`src/rtl/eth_rx_frame_ctrl.sv`:
```
// Ethernet receive framer: preamble/SFD qualification, frame length and error classification, statistics.
// Optional runt classification (frames under 64 bytes) is compiled in when RX_RUNT_CHECK_EN is defined.
module eth_rx_frame_ctrl #(
  parameter int unsigned MIN_PREAMBLE = 6,
  parameter int unsigned MAX_LEN      = 1518,
  parameter int unsigned IFG_CYC      = 4
) (
  input  logic        rx_clk,
  input  logic        rst_n,
  input  logic        i_rx_dv,
  input  logic        i_rx_er,
  input  logic [7:0]  i_rx_data,
  input  logic        i_enable,
  input  logic        i_stat_clr,
  output logic        o_sfd_hit,
  output logic        o_frame_done,
  output logic [10:0] o_frame_len,
  output logic        o_frame_err,
  output logic [1:0]  o_err_code,
  output logic [15:0] o_frame_cnt,
  output logic [15:0] o_err_cnt,
  output logic [2:0]  o_state
);

  localparam int unsigned IW = (IFG_CYC > 1) ? $clog2(IFG_CYC) : 1;

  typedef enum logic [2:0] {
    S_IDLE = 3'd0,
    S_PRE  = 3'd1,
    S_DATA = 3'd2,
    S_DROP = 3'd3,
    S_IFG  = 3'd4
  } state_t;

  state_t        r_state;
  state_t        w_state_nxt;
  logic [3:0]    r_pre_cnt;
  logic [3:0]    w_pre_cnt_nxt;
  logic [10:0]   r_len;
  logic [10:0]   w_len_nxt;
  logic          r_er_flag;
  logic          w_er_flag_nxt;
  logic [IW-1:0] r_ifg_cnt;
  logic [IW-1:0] w_ifg_cnt_nxt;
  logic          w_sfd_accept;
  logic          w_frame_end;
  logic [1:0]    w_err_code;
  logic          r_sfd_hit;
  logic          r_frame_done;
  logic [10:0]   r_frame_len;
  logic          r_frame_err;
  logic [1:0]    r_err_code;
  logic [15:0]   r_frame_cnt;
  logic [15:0]   r_err_cnt;

  // Error classification with priority rx_er > oversize > runt.
  function automatic logic [1:0] f_err_code(input logic er, input logic [10:0] len);
    logic [1:0] code;
    if (er) begin
      code = 2'd1;
    end else if (32'(len) > MAX_LEN) begin
      code = 2'd2;
`ifdef RX_RUNT_CHECK_EN
    end else if (len < 11'd64) begin
      code = 2'd3;
`endif
    end else begin
      code = 2'd0;
    end
    return code;
  endfunction

  assign w_err_code = f_err_code(r_er_flag, r_len);

  // FSM state register.
  always_ff @(posedge rx_clk or negedge rst_n) begin
    if (!rst_n) begin
      r_state <= S_IDLE;
    end else begin
      r_state <= w_state_nxt;
    end
  end

  // Next-state logic plus next values of the per-frame working counters.
  always_comb begin
    w_state_nxt   = r_state;
    w_pre_cnt_nxt = r_pre_cnt;
    w_len_nxt     = r_len;
    w_er_flag_nxt = r_er_flag;
    w_ifg_cnt_nxt = r_ifg_cnt;
    w_sfd_accept  = 1'b0;
    w_frame_end   = 1'b0;
    if (!i_enable) begin
      // Abort wins over everything: any in-flight frame is silently discarded.
      w_state_nxt   = S_IDLE;
      w_pre_cnt_nxt = 4'd0;
      w_len_nxt     = 11'd0;
      w_er_flag_nxt = 1'b0;
      w_ifg_cnt_nxt = '0;
    end else begin
      case (r_state)
        S_IDLE: begin
          if (i_rx_dv) begin
            if (!i_rx_er && (i_rx_data == 8'h55)) begin
              w_state_nxt   = S_PRE;
              w_pre_cnt_nxt = 4'd1;
            end else begin
              w_state_nxt = S_DROP;
            end
          end else begin
            w_state_nxt = S_IDLE;
          end
        end
        S_PRE: begin
          if (!i_rx_dv) begin
            w_state_nxt   = S_IDLE;
            w_pre_cnt_nxt = 4'd0;
          end else if (i_rx_er) begin
            w_state_nxt = S_DROP;
          end else if (i_rx_data == 8'h55) begin
            w_pre_cnt_nxt = (r_pre_cnt == 4'd15) ? 4'd15 : (r_pre_cnt + 4'd1);
          end else if ((i_rx_data == 8'hD5) && (32'(r_pre_cnt) >= MIN_PREAMBLE)) begin
            w_state_nxt   = S_DATA;
            w_len_nxt     = 11'd0;
            w_er_flag_nxt = 1'b0;
            w_sfd_accept  = 1'b1;
          end else begin
            w_state_nxt = S_DROP;
          end
        end
        S_DATA: begin
          if (i_rx_dv) begin
            w_len_nxt = (r_len == 11'h7FF) ? 11'h7FF : (r_len + 11'd1);
            if (i_rx_er) begin
              w_er_flag_nxt = 1'b1;
            end else begin
              w_er_flag_nxt = r_er_flag;
            end
          end else begin
            w_state_nxt   = S_IFG;
            w_ifg_cnt_nxt = '0;
            w_frame_end   = 1'b1;
          end
        end
        S_DROP: begin
          if (!i_rx_dv) begin
            w_state_nxt   = S_IFG;
            w_ifg_cnt_nxt = '0;
          end else begin
            w_state_nxt = S_DROP;
          end
        end
        S_IFG: begin
          if (i_rx_dv) begin
            w_state_nxt   = S_DROP;
            w_ifg_cnt_nxt = '0;
          end else if ((32'(r_ifg_cnt) + 32'd1) >= IFG_CYC) begin
            w_state_nxt   = S_IDLE;
            w_ifg_cnt_nxt = '0;
          end else begin
            w_ifg_cnt_nxt = r_ifg_cnt + IW'(1);
          end
        end
        default: begin
          w_state_nxt = S_IDLE;
        end
      endcase
    end
  end

  // Working counters, event pulses and the held per-frame result.
  always_ff @(posedge rx_clk or negedge rst_n) begin
    if (!rst_n) begin
      r_pre_cnt    <= 4'd0;
      r_len        <= 11'd0;
      r_er_flag    <= 1'b0;
      r_ifg_cnt    <= '0;
      r_sfd_hit    <= 1'b0;
      r_frame_done <= 1'b0;
      r_frame_len  <= 11'd0;
      r_frame_err  <= 1'b0;
      r_err_code   <= 2'd0;
    end else begin
      r_pre_cnt    <= w_pre_cnt_nxt;
      r_len        <= w_len_nxt;
      r_er_flag    <= w_er_flag_nxt;
      r_ifg_cnt    <= w_ifg_cnt_nxt;
      r_sfd_hit    <= w_sfd_accept;
      r_frame_done <= w_frame_end;
      if (w_frame_end) begin
        r_frame_len <= r_len;
        r_err_code  <= w_err_code;
        r_frame_err <= (w_err_code != 2'd0);
      end
    end
  end

  // Saturating statistics; a coincident clear takes precedence over the increment.
  always_ff @(posedge rx_clk or negedge rst_n) begin
    if (!rst_n) begin
      r_frame_cnt <= 16'd0;
      r_err_cnt   <= 16'd0;
    end else if (i_stat_clr) begin
      r_frame_cnt <= 16'd0;
      r_err_cnt   <= 16'd0;
    end else if (r_frame_done) begin
      if (r_frame_err) begin
        r_err_cnt <= (r_err_cnt == 16'hFFFF) ? 16'hFFFF : (r_err_cnt + 16'd1);
      end else begin
        r_frame_cnt <= (r_frame_cnt == 16'hFFFF) ? 16'hFFFF : (r_frame_cnt + 16'd1);
      end
    end
  end

  assign o_sfd_hit    = r_sfd_hit;
  assign o_frame_done = r_frame_done;
  assign o_frame_len  = r_frame_len;
  assign o_frame_err  = r_frame_err;
  assign o_err_code   = r_err_code;
  assign o_frame_cnt  = r_frame_cnt;
  assign o_err_cnt    = r_err_cnt;
  assign o_state      = r_state;

endmodule

```
`config.mk`:
```
export PLATFORM = sky130hd
export DESIGN_NAME = eth_rx_frame_ctrl
export DESIGN_NICKNAME = d
export VERILOG_FILES = /design/src/rtl/eth_rx_frame_ctrl.sv
export SDC_FILE = /design/constraint.sdc
export NUM_CORES = 1
export LEC_CHECK = 0
export BUFFER_PORTS_ARGS = -buffer_cell sky130_fd_sc_hd__buf_2
export CORE_AREA = 4 4 103 105
export DETAILED_ROUTE_END_ITERATION = 12
export DIE_AREA = 0 0 107 109
export PLACE_DENSITY = 0.55
export SYNTH_ARGS = -nofsm -noshare
export SYNTH_HDL_FRONTEND = slang
export SYNTH_SLANG_ARGS = --single-unit
```
`constraint.sdc`:
```
create_clock -name rx_clk -period 4.6 [get_ports rx_clk]
set_clock_uncertainty 0.1 [all_clocks]
set_input_delay 0.69 -clock rx_clk [delete_from_list [all_inputs] [get_ports rx_clk]]
set_output_delay 0.69 -clock rx_clk [all_outputs]
set_load 0.01 [all_outputs]
```
==> results of run 1 <==
==> power groups by stage <==
| stage | Sequential (mW) | Clock, mW | Combinational (mW) |
|---|---|---|---|
| 6_report | 0.637 | 0.573 | 0.0835 |
| 3_3_place_gp | 0.649 | 0 | 0.0839 |
| 2_1_floorplan | 0.642 | 0 | 0.0482 |
| 5_1_grt | 0.640 | 0.617 | 0.0952 |
| 3_5_place_dp | 0.649 | 0 | 0.0853 |
| 4_1_cts | 0.637 | 0.588 | 0.0853 |
==> cells in the final DEF, fill, tap and decap left out, types with 11 or more instances in the layout <==
cell type	instances
nand3_1	12
and3_1	13
a211oi_1	14
nand2_1	30
inv_1	26
a31oi_1	16
o21ai_0	33
nor2_1	29
clkbuf_8	11
a21oi_1	14
dfrtp_1	69
buf_2	64
nor3_1	16
==> per-stage QoR <==
step / util, % / setup WS, ns / instances / hold WS [ns]
2_1_floorplan: - / 2.67 / 403 / 0.294
3_3_place_gp: 43.8 / 2.07 / 588 / 0.363
3_5_place_dp: 43.8 / 2.02 / 588 / 0.365
4_1_cts: 46.1 / 2.26 / 604 / 0.380
5_1_grt: 46.1 / 2.04 / 604 / 0.410
6_report: 46.1 / 2.22 / 604 / 0.371
==> registers in the layout, summed over array words and instances, names as in the netlist <==
signal,count
o_err_cnt,16
o_frame_cnt,16
o_frame_len,11
r_len,11
r_pre_cnt,4
o_state,3
o_err_code,2
r_ifg_cnt,2
o_frame_done,1
o_frame_err,1
o_sfd_hit,1
r_er_flag,1
==> logic make-up (layout without fill, tap and decap cells) <==
| group | after synthesis | in the layout | synth area share, % |
|---|---|---|---|
| and+or+nand+nor | 164 | 164 | 25.9 |
| AOI/OAI and AO/OA | 122 | 122 | 21.5 |
| DFF | 69 | 69 | 45.7 |
| buffers and inverters | 39 | 107 | 4.01 |
| adders and majority gates | 7 | 7 | 2.32 |
| xor gates and xnor gates | 1 | 1 | 0.232 |
| muxes | 1 | 1 | 0.265 |
==> area by class of cell <==
type	count	share of cell area, %
Timing Repair Buffer	65	7.38
Sequential cell	69	38.9
Multi-Input combinational cell	295	42.7
Tap cell	133	3.75
Clock buffer	12	3.49
Inverter	26	2.20
Clock inverter	4	1.58
==> critical path: cells and delay by family (launching register included) <==
kind	cells	cell delay [ns]
fa+ha+maj	1	0.25
compound gates	2	0.37
simple gates	2	1.11
flops	1	0.47
==> final timing paths <==
| path | start | end | cells after the start |
|---|---|---|---|
| max | r_len[1] | r_len[5] | 5 |
| min | rst_n | o_frame_cnt[13] | 1 |
| max reg2reg | r_len[1] | r_len[5] | 5 |
| min reg2reg | o_err_code[0] | o_err_code[0] | 2 |
| max in group asynchronous | rst_n | o_frame_len[4] | 2 |
| min in group rx_clk | o_err_code[0] | o_err_code[0] | 2 |
==> per-layer routing <==
layer	vias up	wire, µm
li1	1660	-
met3	10	363
met2	69	4380
met1	1663	4620
met5	-	0
met4	0	101
==> load_flow_metrics.sql, run 1 <==
INSERT INTO impl_metrics (metric_group, metric, value, unit) VALUES
('power_and_ir_drop', 'internal-power', '0.982', 'mW'),
('cts', 'cts.sinks', '69', ''),
('critical_path', 'worst-endpoint-required', '4.75', 'ns'),
('cts', 'post-cts-setup-buffer-count', '0', ''),
('synthesis', 'synthesis.instances', '403', ''),
('routing', 'wl', '9470', 'µm'),
('synthesis', 'synth-edff-count', '0', ''),
('grt', 'met3_usage', '2.66', '%'),
('grt', 'overflow', '0', ''),
('power_and_ir_drop', 'power.clock.fraction', '44.3', '%'),
('synthesis', 'ys_top_cells_by_area', 'dfrtp_1 (46%), o21ai_0 (4.4%), nand2_1 (3.0%)', ''),
('final_layout', 'diodes', '0', ''),
('power_and_ir_drop', 'p_leak', '2.09', 'nW'),
('cts', 'cts_hold_buffers', '0', ''),
('placement', 'dp.final_hpwl', '6600', 'µm'),
('die', 'dieWidth', '107', 'µm'),
('final_layout', 'final_nets', '487', ''),
('grt', 'number_of_antenna_violations_at_the_first_check_in_global_routing', '0', ''),
('placement', 'gp_congestion', '0.779', ''),
('sta', 'final_worst_path_period_share', '51.8', '%'),
('synthesis', 'ys_async_sr_fraction', '100', '%'),
('grt', 'grt_pass1_wl', '16000', 'µm'),
('synthesis', 'mean_instance_size_in_the_synthesized_netlist', '9.37', 'µm²'),
('power_and_ir_drop', 'gate_power_share', '6.5', '%'),
('sta', 'setup-violations-final', '0', ''),
('die', 'initial_utilization', '39.2', '%'),
('cts', 'cts.repair.resized', '0', ''),
('routing', 'detailroute.via_count', '3402', ''),
('critical_path', 'timing.critical_path.cells', 'ha_1, nand4_1, nor4_2, o21ai_0, o211ai_1', ''),
('critical_path', 'cp-start-kind', 'flop', ''),
('sta', 'worst-slew-pin-transition', '0.944', 'ns'),
('die', 'dieHeight', '109', 'µm'),
('die', 'core_region_area', '0.00964', 'mm²'),
('critical_path', 'worst-r2r-setup-slack', '2.22', 'ns'),
('critical_path', 'cp-end-kind', 'flop', ''),
('final_layout', 'postLayoutCellArea', '0.00444', 'mm²'),
('cts', 'clockBufferDepth', '2', ''),
('final_layout', 'sequential_cell_area', '0.00173', 'mm²'),
('final_layout', 'layout-drive-gt1-share', '20.6', '%'),
('synthesis', 'synth_area', '0.00378', 'mm²'),
('grt', 'grt_max_degree', '42', ''),
('synthesis', 'post-synth-top-area-cell', 'dfrtp_1', ''),
('grt', 'first_global_vias', '3323', ''),
('grt', 'grt_usage', '16.9', '%'),
('cts', 'number_of_buffers_created_by_cts', '9', ''),
('cts', 'ctsHtreeMaxLevel', '3', ''),
('die', 'std_cell_rows', '36', ''),
('sta', 'drv_slew', '0', ''),
('cts', 'cts_tree', 'done', ''),
('cts', 'worst_skew_pair_later_pin_latency', '0.34', 'ns'),
('worst_hold_path', 'worstHoldPathType', 'primary input to asynchronous set/reset pin', ''),
('grt', 'global_route.usage.met2', '27.1', '%'),
('final_layout', 'area.growth.synth_to_final', '17.6', '%'),
('routing', 'drcViolationCount', '0', ''),
('sta', 'setup_repair_after_global_routing_missed_its_margin', 'no', ''),
('run_status', 'status', 'complete, no violations', ''),
('cts', 'clk_pin_slew_worst_paths', '0.08', 'ns'),
('final_layout', 'fill_cells', '973', ''),
('sta', 'slew_headroom', '37.0', '%'),
('synthesis', 'commonest_cells_post_synth', 'dfrtp_1 (69), o21ai_0 (33), nand2_1 (30)', ''),
('synthesis', 'synth.net_count', '424', ''),
('routing', 'route.detailed.vias_per_inst', '5.63', ''),
('sta', 'max_clock_freq', '0.420', 'GHz'),
('cts', 'clockRootBuffer', 'clkbuf_8', ''),
('synthesis', 'synth.ff_latch_count', '69', ''),
('synthesis', 'synthesis.yosys.warnings', '0', ''),
('power_and_ir_drop', 'pwr-share-seq', '49.2', '%'),
('synthesis', 'part_of_the_yosys_area_used_for_sequential_elements', '45.7', '%'),
('critical_path', 'maximum_net_fanout_on_the_critical_path', '10', ''),
('synthesis', 'synth.distinct_cells', '59', ''),
('final_layout', 'multi_input_area', '0.00190', 'mm²');
(Power assumes the default switching activity.)
==> inputs of run 2 (changes only) <==
==> constraint.sdc (replaced) <==
create_clock -name rx_clk -period 2.2 [get_ports rx_clk]
set_clock_uncertainty 0.1 [all_clocks]
set_input_delay 0.33 -clock rx_clk [delete_from_list [all_inputs] [get_ports rx_clk]]
set_output_delay 0.33 -clock rx_clk [all_outputs]
set_load 0.01 [all_outputs]
==> load_flow_metrics.sql, run 2 (same netlist as run 1, synthesis figures left out) <==
INSERT INTO impl_metrics (metric_group, metric, value, unit) VALUES
('run_status', 'status', 'complete, no violations', ''),
('critical_path', 'critical_path_class', 'flop to flop', ''),
('sta', 'finalHoldViolations', '0', ''),
('routing', 'ant_nets', '0', ''),
('final_layout', 'final_nets', '495', ''),
('critical_path', 'worst-endpoint-required', '2.27', 'ns'),
('critical_path', 'worstSetupStartpoint', 'r_pre_cnt[0]', ''),
('cts', 'cts.sinks', '69', ''),
('critical_path', 'timing.rr.end', 'r_len[4]', ''),
('sta', 'setup_repair_after_global_routing_missed_its_margin', 'no', ''),
('die', 'num_io_pins', '65', ''),
('placement', 'port_buffer_cells', '64', ''),
('critical_path', 'maximum_net_fanout_on_the_critical_path', '12', ''),
('critical_path', 'critPathMaxStageDelay', '0.72', 'ns'),
('die', 'core_region_area', '0.00964', 'mm²'),
('critical_path', 'stages_on_the_worst_setup_path', '6', ''),
('sta', 'final_worst_path_period_share', '93.5', '%'),
('final_layout', 'mostFrequentLayoutCell', 'dfrtp_1', ''),
('critical_path', 'worst-path-buf-inv', '1', ''),
('power_and_ir_drop', 'p_leak', '2.11', 'nW'),
('sta', 'timing.hold.ws', '0.213', 'ns'),
('final_layout', 'area.growth.synth_to_final', '18.8', '%'),
('routing', 'wl_per_cell', '15.3', 'µm'),
('sta', 'max_clock_freq', '0.486', 'GHz'),
('critical_path', 'worst_ep_arrival_time', '2.13', 'ns'),
('critical_path', 'cp-start-kind', 'flop', ''),
('die', 'dieWidth', '107', 'µm'),
('critical_path', 'worst_r2r_path_depth', '6', ''),
('critical_path', 'cp-end-kind', 'flop', ''),
('power_and_ir_drop', 'powerDensity', '569', 'mW/mm²'),
('sta', 'setup-tns-final', '0', 'ns'),
('cts', 'clockRootBuffer', 'clkbuf_8', ''),
('die', 'dieHeight', '109', 'µm'),
('routing', 'drcViolationCount', '0', ''),
('routing', 'drt_iter0_markers', '126', ''),
('critical_path', 'cp_slowest_cell', 'o21ai_1', ''),
('flow_run', 'timing.max_cap.violations', '0', ''),
('die', 'std_cell_rows', '36', ''),
('grt', 'overflow', '0', ''),
('critical_path', 'timing.critical_path.cells', 'inv_1, ha_1, o21a_1, o2111ai_1, o21ai_1, o21ai_0', ''),
('routing', 'wl', '9380', 'µm'),
('cts', 'worst_skew_pair_later_pin_latency', '0.33', 'ns'),
('sta', 'slew_headroom', '41.4', '%'),
('grt', 'grt_max_degree', '70', ''),
('sta', 'setup-violations-final', '0', ''),
('cts', 'clk_pin_slew_worst_paths', '0.08', 'ns'),
('grt', 'grt_pass1_wl', '16200', 'µm'),
('cts', 'ctsHtreeMaxLevel', '3', ''),
('grt', 'first_global_vias', '3329', ''),
('cts', 'cts_tree', 'done', ''),
('power_and_ir_drop', 'irDropWorstVdd', '0.237', 'mV'),
('routing', 'route.detailed.vias_per_inst', '5.61', ''),
('routing', 'detailed_router_iteration_count_before_antenna_repair', '5', ''),
('cts', 'number_of_buffers_created_by_cts', '9', ''),
('final_layout', 'fill_cells', '981', ''),
('critical_path', 'r2r-start', 'r_pre_cnt[0]', ''),
('critical_path', 'worst-r2r-setup-slack', '0.14', 'ns'),
('critical_path', 'endpoint', 'r_len[4]', ''),
('die', 'initial_utilization', '39.2', '%'),
('sta', 'final.min_clock_period', '2.06', 'ns'),
('final_layout', 'diodes', '0', ''),
('worst_hold_path', 'worstHoldPathType', 'primary input to flop', ''),
('routing', 'detailroute.via_count', '3431', ''),
('sta', 'worst-slew-pin-transition', '0.874', 'ns'),
('critical_path', 'kind_of_cell_adding_the_most_delay_to_the_critical_path', 'compound AO/OA/AOI/OAI gates', ''),
('placement', 'dp.final_hpwl', '6530', 'µm'),
('cts', 'post-cts-setup-buffer-count', '0', ''),
('placement', 'gp_congestion', '0.793', ''),
('final_layout', 'layout-drive-gt1-share', '21.7', '%'),
('die', 'design.die.area', '0.0117', 'mm²'),
('grt', 'grt_usage', '16.9', '%'),
('grt', 'number_of_antenna_violations_at_the_first_check_in_global_routing', '0', ''),
('final_layout', 'layout.cells.most_common_list', 'dfrtp_1 (69), buf_2 (64), o21ai_0 (33), nand2_1 (30), nor2_1 (28)', ''),
('sta', 'drv_slew', '0', ''),
('cts', 'clockBufferDepth', '2', '');
## run 2: layer usage
metal / GRT usage, % / vias up / part of all wire (%)
li1: - / 1675 / -
met1: 23.8 / 1654 / 48
met2: 26.6 / 87 / 46
met3: 2.84 / 15 / 4.7
met4: 5.48 / 0 / 1.3
met5: 0 / - / 0
## run 2: cell type report
class                   count  area, µm²  area share (%)
repair buffers             73        403            8.98
inverters                  26       97.6            2.17
clock buffers              12        145            3.23
well taps                 133        166            3.71
multi-input cells         295       1900            42.4
clock inverters             4       47.5            1.06
flip-flops and latches     69       1730            38.5
## run 2: timing repair
action	in CTS	in global routing
hold endpoints to repair	69	0
setup endpoints to repair	0	1
gates resized for setup	0	1
hold buffers	1	0
## run 2: metrics by stage
step,setup WS [ns],area (µm²),instances,utilization (%),power [mW]
after floorplan,0.425,3780,403,-,1.44
after global placement,0.146,4280,595,44.4,1.54
after detailed placement,0.0273,4280,595,44.4,1.54
after CTS,0.134,4490,612,46.5,2.59
after global routing,0.0105,4490,612,46.6,2.67
final,0.143,4490,612,46.6,2.56
## run 2: worst reg2reg max path, delay by kind of cell (launching register included)
family,cells,cell delay [ns]
DFF,1,0.42
adders and majority gates,1,0.14
AOI/OAI and AO/OA,4,1.15
buffers and inverters,1,0.09
## run 2: worst min-delay path by stage
stage,cells past startpoint,end,from
after floorplan,0,o_err_cnt[0],rst_n
after global placement,2,o_frame_cnt[13],rst_n
after detailed placement,2,o_frame_cnt[11],rst_n
after CTS,3,r_pre_cnt[1],i_enable
after global routing,2,r_pre_cnt[0],i_enable
final,3,r_pre_cnt[1],i_enable
## run 2: power breakdown
group	total [mW]	leakage, nW	internal (mW)	switching, mW
Combinational	0.181	1.05	0.0705	0.111
Sequential	1.33	0.956	1.29	0.0419
Clock	1.04	0.0964	0.553	0.488
Total	2.56	2.11	1.91	0.641
==> inputs of run 3 (changes only) <==
--- a/config.mk
+++ b/config.mk
@@ -7,9 +7,10 @@
 export LEC_CHECK = 0
 export BUFFER_PORTS_ARGS = -buffer_cell sky130_fd_sc_hd__buf_2
 export CORE_AREA = 4 4 103 105
+export CTS_BUF_LIST = sky130_fd_sc_hd__clkbuf_8
 export DETAILED_ROUTE_END_ITERATION = 12
 export DIE_AREA = 0 0 107 109
-export PLACE_DENSITY = 0.55
+export PLACE_DENSITY = 0.57
 export SYNTH_ARGS = -nofsm -noshare
 export SYNTH_HDL_FRONTEND = slang
 export SYNTH_SLANG_ARGS = --single-unit
==> constraint.sdc (replaced) <==
create_clock -name rx_clk -period 1.75 [get_ports rx_clk]
set_clock_uncertainty 0.1 [all_clocks]
set_input_delay 0.2625 -clock rx_clk [delete_from_list [all_inputs] [get_ports rx_clk]]
set_output_delay 0.2625 -clock rx_clk [all_outputs]
set_load 0.01 [all_outputs]
==> load_flow_metrics.sql, run 3 (same netlist as run 1, synthesis figures left out) <==
INSERT INTO impl_metrics (metric_group, metric, value, unit) VALUES
('die', 'design.die.area', '0.0117', 'mm²'),
('critical_path', 'worst-endpoint-required', '1.86', 'ns'),
('final_layout', 'postLayoutCellArea', '0.00494', 'mm²'),
('cts', 'cts.sinks', '69', ''),
('sta', 'setup_repair_after_global_routing_missed_its_margin', 'yes', ''),
('cts', 'ctsHtreeMaxLevel', '3', ''),
('grt', 'number_of_antenna_violations_at_the_first_check_in_global_routing', '0', ''),
('sta', 'drv_slew', '0', ''),
('power_and_ir_drop', 'powerDensity', '630', 'mW/mm²'),
('die', 'num_io_pins', '65', ''),
('sta', 'slew_headroom', '74.2', '%'),
('grt', 'grt_pass1_wl', '16400', 'µm'),
('routing', 'ant_nets', '0', ''),
('critical_path', 'cp-start-kind', 'flop', ''),
('die', 'std_cell_rows', '36', ''),
('critical_path', 'cp-end-kind', 'flop', ''),
('cts', 'clockBufferDepth', '2', ''),
('sta', 'max_clock_freq', '0.591', 'GHz'),
('placement', 'dp.final_hpwl', '7000', 'µm'),
('final_layout', 'layout-drive-gt1-share', '32.6', '%'),
('die', 'initial_utilization', '39.2', '%'),
('routing', 'wl_per_cell', '14.9', 'µm'),
('grt', 'grt_max_degree', '70', ''),
('worst_hold_path', 'holdCritStartpoint', 'i_rx_er', ''),
('critical_path', 'maximum_net_fanout_on_the_critical_path', '10', ''),
('critical_path', 'r2r-start', 'r_len[0]', ''),
('sta', 'final.min_clock_period', '1.69', 'ns'),
('final_layout', 'area.growth.synth_to_final', '30.7', '%'),
('critical_path', 'critical_path_class', 'flop to flop', ''),
('die', 'dieWidth', '107', 'µm'),
('grt', 'overflow', '0', ''),
('routing', 'route.detailed.vias_per_inst', '5.38', ''),
('sta', 'finalHoldViolations', '0', ''),
('placement', 'placed_cells', '639', ''),
('final_layout', 'final_nets', '546', ''),
('worst_hold_path', 'worstHoldPathType', 'primary input to flop', ''),
('routing', 'wl', '9880', 'µm'),
('cts', 'cts_tree', 'done', ''),
('routing', 'detailroute.via_count', '3565', ''),
('grt', 'grt_usage', '17.3', '%'),
('critical_path', 'worst_ep_arrival_time', '1.81', 'ns'),
('final_layout', 'mostFrequentLayoutCell', 'buf_2', ''),
('run_status', 'status', 'complete, no violations', ''),
('sta', 'final_worst_path_period_share', '96.7', '%'),
('cts', 'worst_skew_pair_later_pin_latency', '0.34', 'ns'),
('sta', 'worst-slew-pin-transition', '0.384', 'ns'),
('cts', 'clockRootBuffer', 'clkbuf_8', ''),
('placement', 'dpl_cell_area', '0.00461', 'mm²'),
('final_layout', 'stdcell_count', '663', ''),
('cts', 'number_of_buffers_created_by_cts', '9', ''),
('routing', 'detailed_router_iteration_count_before_antenna_repair', '4', ''),
('final_layout', 'diodes', '0', ''),
('flow_run', 'timing.max_cap.violations', '0', ''),
('critical_path', 'worstSetupStartpoint', 'r_len[0]', ''),
('placement', 'port_buffer_cells', '64', ''),
('routing', 'drt_iter0_markers', '171', ''),
('power_and_ir_drop', 'post-layout-total-power', '3.11', 'mW'),
('routing', 'drcViolationCount', '0', ''),
('power_and_ir_drop', 'irDropWorstVdd', '0.338', 'mV'),
('grt', 'first_global_vias', '3408', ''),
('final_layout', 'layout.cells.most_common_list', 'buf_2 (64), dfrtp_1 (61), buf_4 (58), o21ai_0 (31), nand2_1 (29)', ''),
('sta', 'setup-violations-final', '0', ''),
('cts', 'clk_pin_slew_worst_paths', '0.07', 'ns'),
('placement', 'gp_congestion', '0.840', ''),
('power_and_ir_drop', 'p_leak', '2.43', 'nW'),
('die', 'dieHeight', '109', 'µm'),
('die', 'core_region_area', '0.00964', 'mm²');
run 3: worst max-delay path, cell delays in order, from the launching register on:
cell	delay (ns)
dfrtp_1	0.39
ha_1	0.22
nand4_1	0.15
nor4_4	0.07
buf_4	0.17
buf_4	0.13
o31ai_1	0.23
o21ai_0	0.11
run 3: path summary, 6_finish.rpt:
path	cells past startpoint	slack, ns	endpoint
max in group asynchronous	3	0.85	o_state[2]
worst min register to register	2	0.38	o_frame_len[3]
worst min-delay path	3	0.11	r_er_flag
min in group asynchronous	3	0.37	o_frame_cnt[13]
worst max-delay path	7	0.06	r_len[3]
worst max register to register	7	0.06	r_len[3]
run 3: repair_timing:
item                       in CTS  in global routing
hold buffers                    1                  0
pin swaps                       1                  7
hold endpoints to repair       69                  0
resized for setup               1                 25
setup buffers                   2                  5
setup endpoints to repair      11                 36
run 3: routing by layer:
metal / track usage, % / vias up / part of all wire (%)
li1: - / 1785 / -
met5: 0 / - / 0
met1: 24.0 / 1704 / 48
met2: 27.3 / 70 / 46
met4: 5.11 / 0 / 0.74
met3: 3.91 / 6 / 4.6
run 3: area by class of cell:
| type | count | area (µm²) |
|---|---|---|
| Clock inverter | 6 | 31.3 |
| Inverter | 26 | 97.6 |
| Sequential cell | 69 | 1740 |
| Multi-Input combinational cell | 295 | 1980 |
| Fill cell | 951 | 4700 |
| Clock buffer | 10 | 138 |
| Timing Repair Buffer | 124 | 786 |
| Tap cell | 133 | 166 |
run 3: report_power, final:
part | leakage, nW | switching, mW | total [mW] | internal, mW
Clock | 0.0984 | 0.616 | 1.15 | 0.539
Sequential | 0.944 | 0.0329 | 1.66 | 1.63
Combinational | 1.38 | 0.169 | 0.298 | 0.129
run 3: stage by stage:
step                util [%]  worst slack, ns  hold WS (ns)  setup TNS [ns]
floorplan                  -           0.0342        -0.133               0
global placement        47.9          -0.0254         0.224         -0.0731
finish                  51.2           0.0572         0.108               0
CTS                     50.0           0.0168        0.0856               0
detailed placement      47.9          -0.0615         0.222          -0.371
global route            51.2         -0.00819         0.117         -0.0113
